$ cat src/rtl/mctrl_pkg.sv
// Shared types and constants for the multi-cycle MIPS control sequencer.
package mctrl_pkg;

  typedef enum logic [3:0] {
    S_FETCH     = 4'd0,
    S_DECODE    = 4'd1,
    S_MEM_ADDR  = 4'd2,
    S_MEM_READ  = 4'd3,
    S_MEM_WB    = 4'd4,
    S_MEM_WRITE = 4'd5,
    S_EXECUTE   = 4'd6,
    S_R_WB      = 4'd7,
    S_BRANCH    = 4'd8,
    S_JUMP      = 4'd9,
    S_ADDI_EX   = 4'd10,
    S_ADDI_WB   = 4'd11,
    S_HALT      = 4'd15
  } state_t;

  localparam logic [5:0] OP_RTYPE = 6'h00;
  localparam logic [5:0] OP_LW    = 6'h23;
  localparam logic [5:0] OP_SW    = 6'h2B;
  localparam logic [5:0] OP_BEQ   = 6'h04;
  localparam logic [5:0] OP_J     = 6'h02;
  localparam logic [5:0] OP_ADDI  = 6'h08;

  localparam logic [1:0] ALU_ADD   = 2'b00;
  localparam logic [1:0] ALU_SUB   = 2'b01;
  localparam logic [1:0] ALU_FUNCT = 2'b10;

  localparam logic [1:0] SRCB_B       = 2'b00;
  localparam logic [1:0] SRCB_FOUR    = 2'b01;
  localparam logic [1:0] SRCB_IMM     = 2'b10;
  localparam logic [1:0] SRCB_IMM_SH2 = 2'b11;

  localparam logic [1:0] PCSRC_ALU    = 2'b00;
  localparam logic [1:0] PCSRC_ALUOUT = 2'b01;
  localparam logic [1:0] PCSRC_JUMP   = 2'b10;

  function automatic logic is_known_op(input logic [5:0] op);
    return (op == OP_RTYPE) || (op == OP_LW) || (op == OP_SW) ||
           (op == OP_BEQ) || (op == OP_J) || (op == OP_ADDI);
  endfunction

endpackage

$ cat src/rtl/mctrl_out_decode.sv
// Moore output decode for the multi-cycle sequencer; reset forces every control low.
// MCTRL_ILLEGAL_TRAP_EN enables the halted output in the HALT state.
module mctrl_out_decode
  import mctrl_pkg::*;
(
  input  logic [3:0] state,
  input  logic       mem_ready,
  input  logic       rst,
  output logic       pc_write,
  output logic       pc_write_cond,
  output logic       ir_write,
  output logic       i_or_d,
  output logic       mem_read,
  output logic       mem_write,
  output logic       reg_write,
  output logic       reg_dst,
  output logic       mem_to_reg,
  output logic       alu_src_a,
  output logic [1:0] alu_src_b,
  output logic [1:0] alu_op,
  output logic [1:0] pc_source,
  output logic       retire,
  output logic       halted
);

  always_comb begin
    pc_write      = 1'b0;
    pc_write_cond = 1'b0;
    ir_write      = 1'b0;
    i_or_d        = 1'b0;
    mem_read      = 1'b0;
    mem_write     = 1'b0;
    reg_write     = 1'b0;
    reg_dst       = 1'b0;
    mem_to_reg    = 1'b0;
    alu_src_a     = 1'b0;
    alu_src_b     = SRCB_B;
    alu_op        = ALU_ADD;
    pc_source     = PCSRC_ALU;
    retire        = 1'b0;
    halted        = 1'b0;
    if (!rst) begin
      unique case (state_t'(state))
        S_FETCH: begin
          mem_read  = 1'b1;
          alu_src_b = SRCB_FOUR;
          ir_write  = mem_ready;
          pc_write  = mem_ready;
        end
        S_DECODE:   alu_src_b = SRCB_IMM_SH2;
        S_MEM_ADDR: begin
          alu_src_a = 1'b1;
          alu_src_b = SRCB_IMM;
        end
        S_MEM_READ: begin
          mem_read = 1'b1;
          i_or_d   = 1'b1;
        end
        S_MEM_WB: begin
          reg_write  = 1'b1;
          mem_to_reg = 1'b1;
          retire     = 1'b1;
        end
        S_MEM_WRITE: begin
          mem_write = 1'b1;
          i_or_d    = 1'b1;
          retire    = mem_ready;
        end
        S_EXECUTE: begin
          alu_src_a = 1'b1;
          alu_op    = ALU_FUNCT;
        end
        S_R_WB: begin
          reg_write = 1'b1;
          reg_dst   = 1'b1;
          retire    = 1'b1;
        end
        S_BRANCH: begin
          alu_src_a     = 1'b1;
          alu_op        = ALU_SUB;
          pc_write_cond = 1'b1;
          pc_source     = PCSRC_ALUOUT;
          retire        = 1'b1;
        end
        S_JUMP: begin
          pc_write  = 1'b1;
          pc_source = PCSRC_JUMP;
          retire    = 1'b1;
        end
        S_ADDI_EX: begin
          alu_src_a = 1'b1;
          alu_src_b = SRCB_IMM;
        end
        S_ADDI_WB: begin
          reg_write = 1'b1;
          retire    = 1'b1;
        end
`ifdef MCTRL_ILLEGAL_TRAP_EN
        S_HALT: halted = 1'b1;
`endif
        default: ;
      endcase
    end
  end

endmodule

$ cat src/rtl/multicycle_ctrl_fsm.sv
// Multi-cycle MIPS control sequencer: state register, next-state logic, retire counter.
// MCTRL_ILLEGAL_TRAP_EN: unknown opcodes trap into HALT instead of retiring as a NOP.
module multicycle_ctrl_fsm
  import mctrl_pkg::*;
#(
  parameter int CNT_W = 32
) (
  input  logic             clk,
  input  logic             rst,
  input  logic [5:0]       instr_opcode,
  input  logic             mem_ready,
  output logic             pc_write,
  output logic             pc_write_cond,
  output logic             ir_write,
  output logic             i_or_d,
  output logic             mem_read,
  output logic             mem_write,
  output logic             reg_write,
  output logic             reg_dst,
  output logic             mem_to_reg,
  output logic             alu_src_a,
  output logic [1:0]       alu_src_b,
  output logic [1:0]       alu_op,
  output logic [1:0]       pc_source,
  output logic             retire,
  output logic [CNT_W-1:0] retire_count,
  output logic [3:0]       state_dbg,
  output logic             halted
);

  state_t             state_reg, state_next;
  logic               is_sw_reg;
  logic [CNT_W-1:0]   retire_count_reg;
  logic               dec_retire;
  logic               nop_retire;

  always_ff @(posedge clk) begin
    if (rst) begin
      state_reg        <= S_FETCH;
      retire_count_reg <= '0;
      is_sw_reg        <= 1'b0;
    end else begin
      state_reg <= state_next;
      if (retire)
        retire_count_reg <= retire_count_reg + CNT_W'(1);
      // MEM_ADDR needs lw/sw after the opcode window has closed
      if (state_reg == S_DECODE)
        is_sw_reg <= (instr_opcode == OP_SW);
    end
  end

  always_comb begin
    state_next = state_reg;
    unique case (state_reg)
      S_FETCH:     if (mem_ready) state_next = S_DECODE;
      S_DECODE: begin
        unique case (instr_opcode)
          OP_RTYPE:     state_next = S_EXECUTE;
          OP_LW, OP_SW: state_next = S_MEM_ADDR;
          OP_BEQ:       state_next = S_BRANCH;
          OP_J:         state_next = S_JUMP;
          OP_ADDI:      state_next = S_ADDI_EX;
`ifdef MCTRL_ILLEGAL_TRAP_EN
          default:      state_next = S_HALT;
`else
          default:      state_next = S_FETCH;
`endif
        endcase
      end
      S_MEM_ADDR:  state_next = is_sw_reg ? S_MEM_WRITE : S_MEM_READ;
      S_MEM_READ:  if (mem_ready) state_next = S_MEM_WB;
      S_MEM_WRITE: if (mem_ready) state_next = S_FETCH;
      S_EXECUTE:   state_next = S_R_WB;
      S_ADDI_EX:   state_next = S_ADDI_WB;
      S_HALT:      state_next = S_HALT;
      default:     state_next = S_FETCH;
    endcase
  end

`ifdef MCTRL_ILLEGAL_TRAP_EN
  assign nop_retire = 1'b0;
`else
  // Unknown opcodes complete as a NOP in DECODE and still count as retired
  assign nop_retire = !rst && (state_reg == S_DECODE) && !is_known_op(instr_opcode);
`endif

  mctrl_out_decode u_out_decode (
    .state         (state_reg),
    .mem_ready     (mem_ready),
    .rst           (rst),
    .pc_write      (pc_write),
    .pc_write_cond (pc_write_cond),
    .ir_write      (ir_write),
    .i_or_d        (i_or_d),
    .mem_read      (mem_read),
    .mem_write     (mem_write),
    .reg_write     (reg_write),
    .reg_dst       (reg_dst),
    .mem_to_reg    (mem_to_reg),
    .alu_src_a     (alu_src_a),
    .alu_src_b     (alu_src_b),
    .alu_op        (alu_op),
    .pc_source     (pc_source),
    .retire        (dec_retire),
    .halted        (halted)
  );

  assign retire       = dec_retire | nop_retire;
  assign retire_count = retire_count_reg;
  assign state_dbg    = state_reg;

endmodule

$ cat config.mk
export PLATFORM = sky130hd
export DESIGN_NAME = multicycle_ctrl_fsm
export DESIGN_NICKNAME = d
export VERILOG_FILES = /design/src/rtl/mctrl_pkg.sv /design/src/rtl/mctrl_out_decode.sv /design/src/rtl/multicycle_ctrl_fsm.sv
export SDC_FILE = /design/constraint.sdc
export NUM_CORES = 1
export LEC_CHECK = 0
export BUFFER_PORTS_ARGS = -buffer_cell sky130_fd_sc_hd__buf_2
export CORE_ASPECT_RATIO = 1.25
export CORE_MARGIN = 1.5
export CORE_UTILIZATION = 48
export CTS_CLUSTER_DIAMETER = 120
export DETAILED_ROUTE_END_ITERATION = 8
export HOLD_SLACK_MARGIN = 0.05
export PLACE_DENSITY = 0.74
export SYNTH_ARGS = -nofsm -noshare
export SYNTH_HDL_FRONTEND = slang
export SYNTH_HIERARCHICAL = 1
export SYNTH_SLANG_ARGS = --single-unit
$ cat constraint.sdc
create_clock -name clk -period 2.5 [get_ports clk]
set_input_delay 0 -clock clk [delete_from_list [all_inputs] [get_ports clk]]
set_output_delay 0 -clock clk [all_outputs]
set_load 0.03 [all_outputs]
==> metrics.txt, run 1 <==
outcome complete, no violations; reg2reg setup slack 60 ps; Net Sw Power 0.000315 W; most frequent cell after synthesis dfxtp_1; EDFF count, synth 0; antenna violation net count after detailed routing 0; worst hold path startpoint rst; PwrDens 396 mW/mm^2; Slew HR 64.1%; first-pass GRT wire length 10400 um; largest area contributor in the netlist dfxtp_1; post-layout util 60.4%; syn avg cell area 7.83 um^2; Post-synth top flop dfxtp_1; Highest Clock Rate 0.409 GHz; Critical Path Source Type flip-flop; synthesized instance count 307; Internal 0.000826 W; number of global-route vias before repair 2230; Hold EP retire_count[17]$_SDFFE_PP0P_; # IOs 63; library cells used by synthesis 57; peak supply drop 0.000483 V; Die Wd 66.3 um; initial antenna violation count 0; Seq/Total Area, Yosys 30.8%; Core Rows 28; Reg power frac 52.1%; Area Growth Syn to Fin 19.7%; clock skew 8.84 ps; Comb power frac 11.1%; Net Sw Frac 27.6%; Sink Count 37; Worst-Margin Slew 539 ps; core area 0.00476 mm^2; Req. time, crit path 2720 ps; Static Leakage 1.09 nW; Mapped Nets 317; share of cells above drive strength 1 27.5%; Hold Path Cell Cnt 3; synth warn 6; period utilisation layout 97.7%; crit-path max FO 10; TritonCTS clock tree built; root buf cell clkbuf_8; Slew Limit Fails 0; R2R cell count 8; Post-Syn Area 0.00240 mm^2; Yosys top cell area share 30.8%; synth top area cells dfxtp_1, a21oi_1, o21ai_0, nand2_1, nand4_1; First DRT Iteration DRCs 171; GPL Wtd Cong 0.825; Reg clk slew, reported paths 70 ps; Pre-Repair DR Iteration Count 4; Max Cap Violations 0; Tot Pwr 0.00114 W; reg2reg end retire_count[22]$_SDFFE_PP0P_; dpl hpwl 4550 um; DRC 0; All-Layer GR Usage 24.3%; initial core utilization 50.5%; fillers 460; total congestion overflow 0; reg-to-reg startpoint state_dbg[0]$_SDFFE_PP0P_; endpoint class of the critical path flip-flop; DR WL/cell 15.4 um; type of the worst setup path flip-flop to flip-flop; Vias/cell 6.02; final layout net count 376; asr flop ratio synth 0%; PortBufs 61; Final Hold Viols 0; die area 0.00545 mm^2; Yosys reg bits 37; Worst-Skew Late Latency 300 ps; Max clock buf depth 2; final WL 6590 um; max FFs per register 32; min-delay worst type primary input to flip-flop; CTS buffer count 5; Final min period 2440 ps; WP data arrival 2660 ps; number of diodes 0; largest net degree at the start of global routing 52; Setup violations, final 0; final hold slack 62.3 ps; Vert. Die Dim 82.1 um; Via Count 2570; H-tree depth 2; RSZ-0062 raised after global routing true; clock power share 36.8%; Post-synth top cells dfxtp_1, a21oi_1, nand2_1
final cells by class:
class,instances,area (um^2),area share (%)
Multi-Input combinational cell,239,1520,52.7
Sequential cell,37,748,26.0
Timing Repair Buffer,74,418,14.5
Tap cell,60,75.1,2.61
Clock buffer,5,68.8,2.39
Inverter,9,33.8,1.17
Clock inverter,3,17.5,0.608
what timing repair did:
item,CTS,global route
endpoints found under the hold margin,1,0
hold buffers,1,0
buffers inserted,0,1
endpoints found under the setup margin,0,4
gates resized for setup,0,3
kinds of logic after synthesis:
| kind of cell | after synthesis | share of synthesized area, % |
|---|---|---|
| buffers and inverters | 32 | 6.71 |
| adder cells (fa/ha/maj) | 1 | 0.520 |
| other | 1 | 0.156 |
| flip-flops | 37 | 30.8 |
| XOR/XNOR | 7 | 2.86 |
| AO/OA/AOI/OAI | 87 | 22.0 |
| multiplexers | 2 | 0.936 |
| AND/OR/NAND/NOR | 140 | 36.0 |
metrics by stage:
step                      cell area (um^2)  TNS [ps]  setup slack (ps)  instances
after floorplan                       2410         0              1.63        307
after global placement                2750         0               153        416
after detailed placement              2750         0              87.0        416
after CTS                             2840         0              70.3        425
after global routing                  2880     -50.1             -19.5        427
final                                 2880         0              56.5        427
per-layer routing:
metal,vias up,wire length [um],global-route usage (%)
li1,1275,-,-
met1,1218,3030,32.2
met2,67,3150,40.4
met3,10,313,3.79
met4,0,97,7.76
met5,-,0,0
critical path: stages (launching register included):
cell	delay, ps
dfxtp_2	350
nor3b_1	130
o21ai_0	140
and4bb_1	260
inv_1	90
o2111a_1	180
or4_4	580
or4_1	490
a21oi_1	150
worst max path at each step:
| stage | from | endpoint | slack, ps |
|---|---|---|---|
| 5_1_grt | state_dbg[0]$_SDFFE_PP0P_ | retire_count[30]$_SDFFE_PP0P_ | -20 |
| 2_1_floorplan | state_dbg[0]$_SDFFE_PP0P_ | retire_count[24]$_SDFFE_PP0P_ | 2 |
| 4_1_cts | state_dbg[2]$_SDFFE_PP0P_ | retire_count[22]$_SDFFE_PP0P_ | 70 |
| 3_5_place_dp | state_dbg[2]$_SDFFE_PP0P_ | retire_count[22]$_SDFFE_PP0P_ | 90 |
| 6_report | state_dbg[0]$_SDFFE_PP0P_ | retire_count[22]$_SDFFE_PP0P_ | 60 |
| 3_3_place_gp | state_dbg[0]$_SDFFE_PP0P_ | retire_count[24]$_SDFFE_PP0P_ | 150 |
placed cells by master, fill, tap and decap left out, types with 5 or more instances in the layout:
cell type and instances:
buf_4 11, nand3_1 12, o31ai_1 9, inv_1 9, nor2_1 16, dfxtp_1 33
a21oi_1 34, and3_1 7, or4_1 9, nor3_1 10, nand4_1 13, nor4_1 5
buf_2 61, nand2_1 22, clkbuf_8 5, o21ai_0 21, or3_1 12, nand2b_1 5
power by group through the flow:
stage	registers (W)	logic [W]	clock network [W]
floorplan	0.000614	0.0000815	0
global placement	0.000609	0.000119	0
detailed placement	0.000609	0.000120	0
CTS	0.000596	0.000122	0.000422
global route	0.000595	0.000140	0.000446
finish	0.000595	0.000127	0.000420
Power figures use the tool's default switching activity.
==> run 2: changes to the inputs <==
Settings changed: CORE_ASPECT_RATIO 1.25 to unset.
==> metrics.txt, run 2 (synthesized netlist as in run 1, its figures left out) <==
outcome complete, no violations; Setup violations, final 0; Max clock buf depth 2; Final Hold Viols 0; WP data arrival 2530 ps; reg2reg end retire_count[24]$_SDFFE_PP0P_; RSZ-0062 raised after global routing false; Highest Clock Rate 0.422 GHz; period utilisation layout 94.7%; CP bufs+invs 1; fillers 432; share of cells above drive strength 1 28.0%; Max Cap Violations 0; Req. time, crit path 2660 ps; dpl hpwl 4300 um; total congestion overflow 0; DR WL/cell 14.3 um; Core Rows 25; final WL 6270 um; Vias/cell 5.90; largest net degree at the start of global routing 52; Worst-Margin Slew 536 ps; Pre-Repair DR Iteration Count 4; GPL Wtd Cong 0.787; Via Count 2590; DRC 0; R2R cell count 8; Slew Limit Fails 0; Area Growth Syn to Fin 21.6%; Final min period 2370 ps; All-Layer GR Usage 24.1%; CP cell instances nor3b_1 -> o21ai_0 -> and4bb_1 -> inv_1 -> o2111a_1 -> or4_2 -> o31ai_1 -> a21oi_1; crit-path leading delay family simple AND/OR/NAND/NOR gates; PortBufs 61; most common cell after layout, fill and taps aside buf_2; PwrDens 408 mW/mm^2; First DRT Iteration DRCs 200; endpoint class of the critical path flip-flop; type of the worst setup path flip-flop to flip-flop; peak supply drop 0.000301 V; min-delay worst type primary input to flip-flop; worst hold path startpoint instr_opcode[4]; area of the multi-input gates 0.00151 mm^2; first-pass GRT wire length 10100 um; slowest cell on the critical path or4_2; Slew HR 63.9%; Die Wd 73.8 um; reg2reg setup slack 130 ps; clock skew 8.51 ps; Hold Path Cell Cnt 4; # IOs 63; CTS buffer count 5; initial core utilization 50.2%; post-layout util 61.1%; root buf cell clkbuf_8; number of diodes 0; Sum Neg Setup Slack 0 ps; register area 748 um^2; initial antenna violation count 0; Worst-Skew Late Latency 300 ps; final layout net count 381; reg-to-reg startpoint state_dbg[0]$_SDFFE_PP0P_; TritonCTS clock tree built; crit-path max FO 10; Static Leakage 1.11 nW; core area 0.00479 mm^2; Hold EP is_sw_reg$_SDFFE_PP0P_; Tot Pwr 0.00119 W; Critical Path Source Type flip-flop; H-tree depth 2; antenna violation net count after detailed routing 0; Reg clk slew, reported paths 80 ps; number of global-route vias before repair 2133; die area 0.00544 mm^2; Crit path largest cell delay 780 ps; Sink Count 37; Vert. Die Dim 73.8 um; leading cell types in the layout, fill and taps excluded buf_2, a21oi_1, dfxtp_1, nand2_1, o21ai_0; max FFs per register 32
## run 2: power breakdown
part	switching, W	internal (W)	total (W)
Clock	0.000222	0.000249	0.000471
Combinational	0.0000850	0.0000442	0.000129
Sequential	0.00000343	0.000591	0.000594
## run 2: timing repair
action	4_1_cts	5_1_grt
endpoints found under the hold margin	2	0
hold buffers	2	0
setup endpoints to repair	0	4
resized for setup	0	1
buffers inserted	0	4
## run 2: worst max-delay path by stage
stage,end,cells after the start,slack [ps],start
2_1_floorplan,retire_count[24]$_SDFFE_PP0P_,9,2,state_dbg[0]$_SDFFE_PP0P_
3_3_place_gp,retire_count[22]$_SDFFE_PP0P_,8,180,state_dbg[0]$_SDFFE_PP0P_
3_5_place_dp,retire_count[24]$_SDFFE_PP0P_,8,150,state_dbg[0]$_SDFFE_PP0P_
4_1_cts,retire,9,100,state_dbg[0]$_SDFFE_PP0P_
5_1_grt,retire_count[24]$_SDFFE_PP0P_,8,20,state_dbg[0]$_SDFFE_PP0P_
6_report,retire_count[24]$_SDFFE_PP0P_,8,130,state_dbg[0]$_SDFFE_PP0P_
## run 2: worst register-to-register path, stage by stage, from the launching register on
cell and delay [ps]:
dfxtp_2 340, nor3b_1 130, o21ai_0 120, and4bb_1 250, inv_1 90, o2111a_1 150, or4_2 780, o31ai_1 280
a21oi_1 90
## run 2: per-stage QoR
stage          setup slack (ps)  cells  cell area, um^2  hold WS, ps
5_1_grt                    16.4    439             2920         72.1
4_1_cts                     101    434             2880         53.6
3_5_place_dp                146    424             2760          327
2_1_floorplan              1.63    307             2410         69.6
6_report                    132    439             2920         61.8
3_3_place_gp                177    424             2760          327
## run 2: area by class of cell
| class | count | share of cell area, % |
|---|---|---|
| Clock buffer | 7 | 3.29 |
| Clock inverter | 1 | 0.171 |
| Inverter | 9 | 1.16 |
| Multi-Input combinational cell | 239 | 51.7 |
| Sequential cell | 37 | 25.6 |
| Tap cell | 67 | 2.87 |
| Timing Repair Buffer | 79 | 15.2 |
## run 2: per-layer routing
layer | GRT usage [%] | share of wire (%) | wire [um]
met5 | 0 | 0 | 0
met2 | 35.3 | 44 | 2770
met1 | 34.6 | 49 | 3080
met4 | 7.20 | 1.2 | 76
met3 | 6.17 | 5.4 | 341
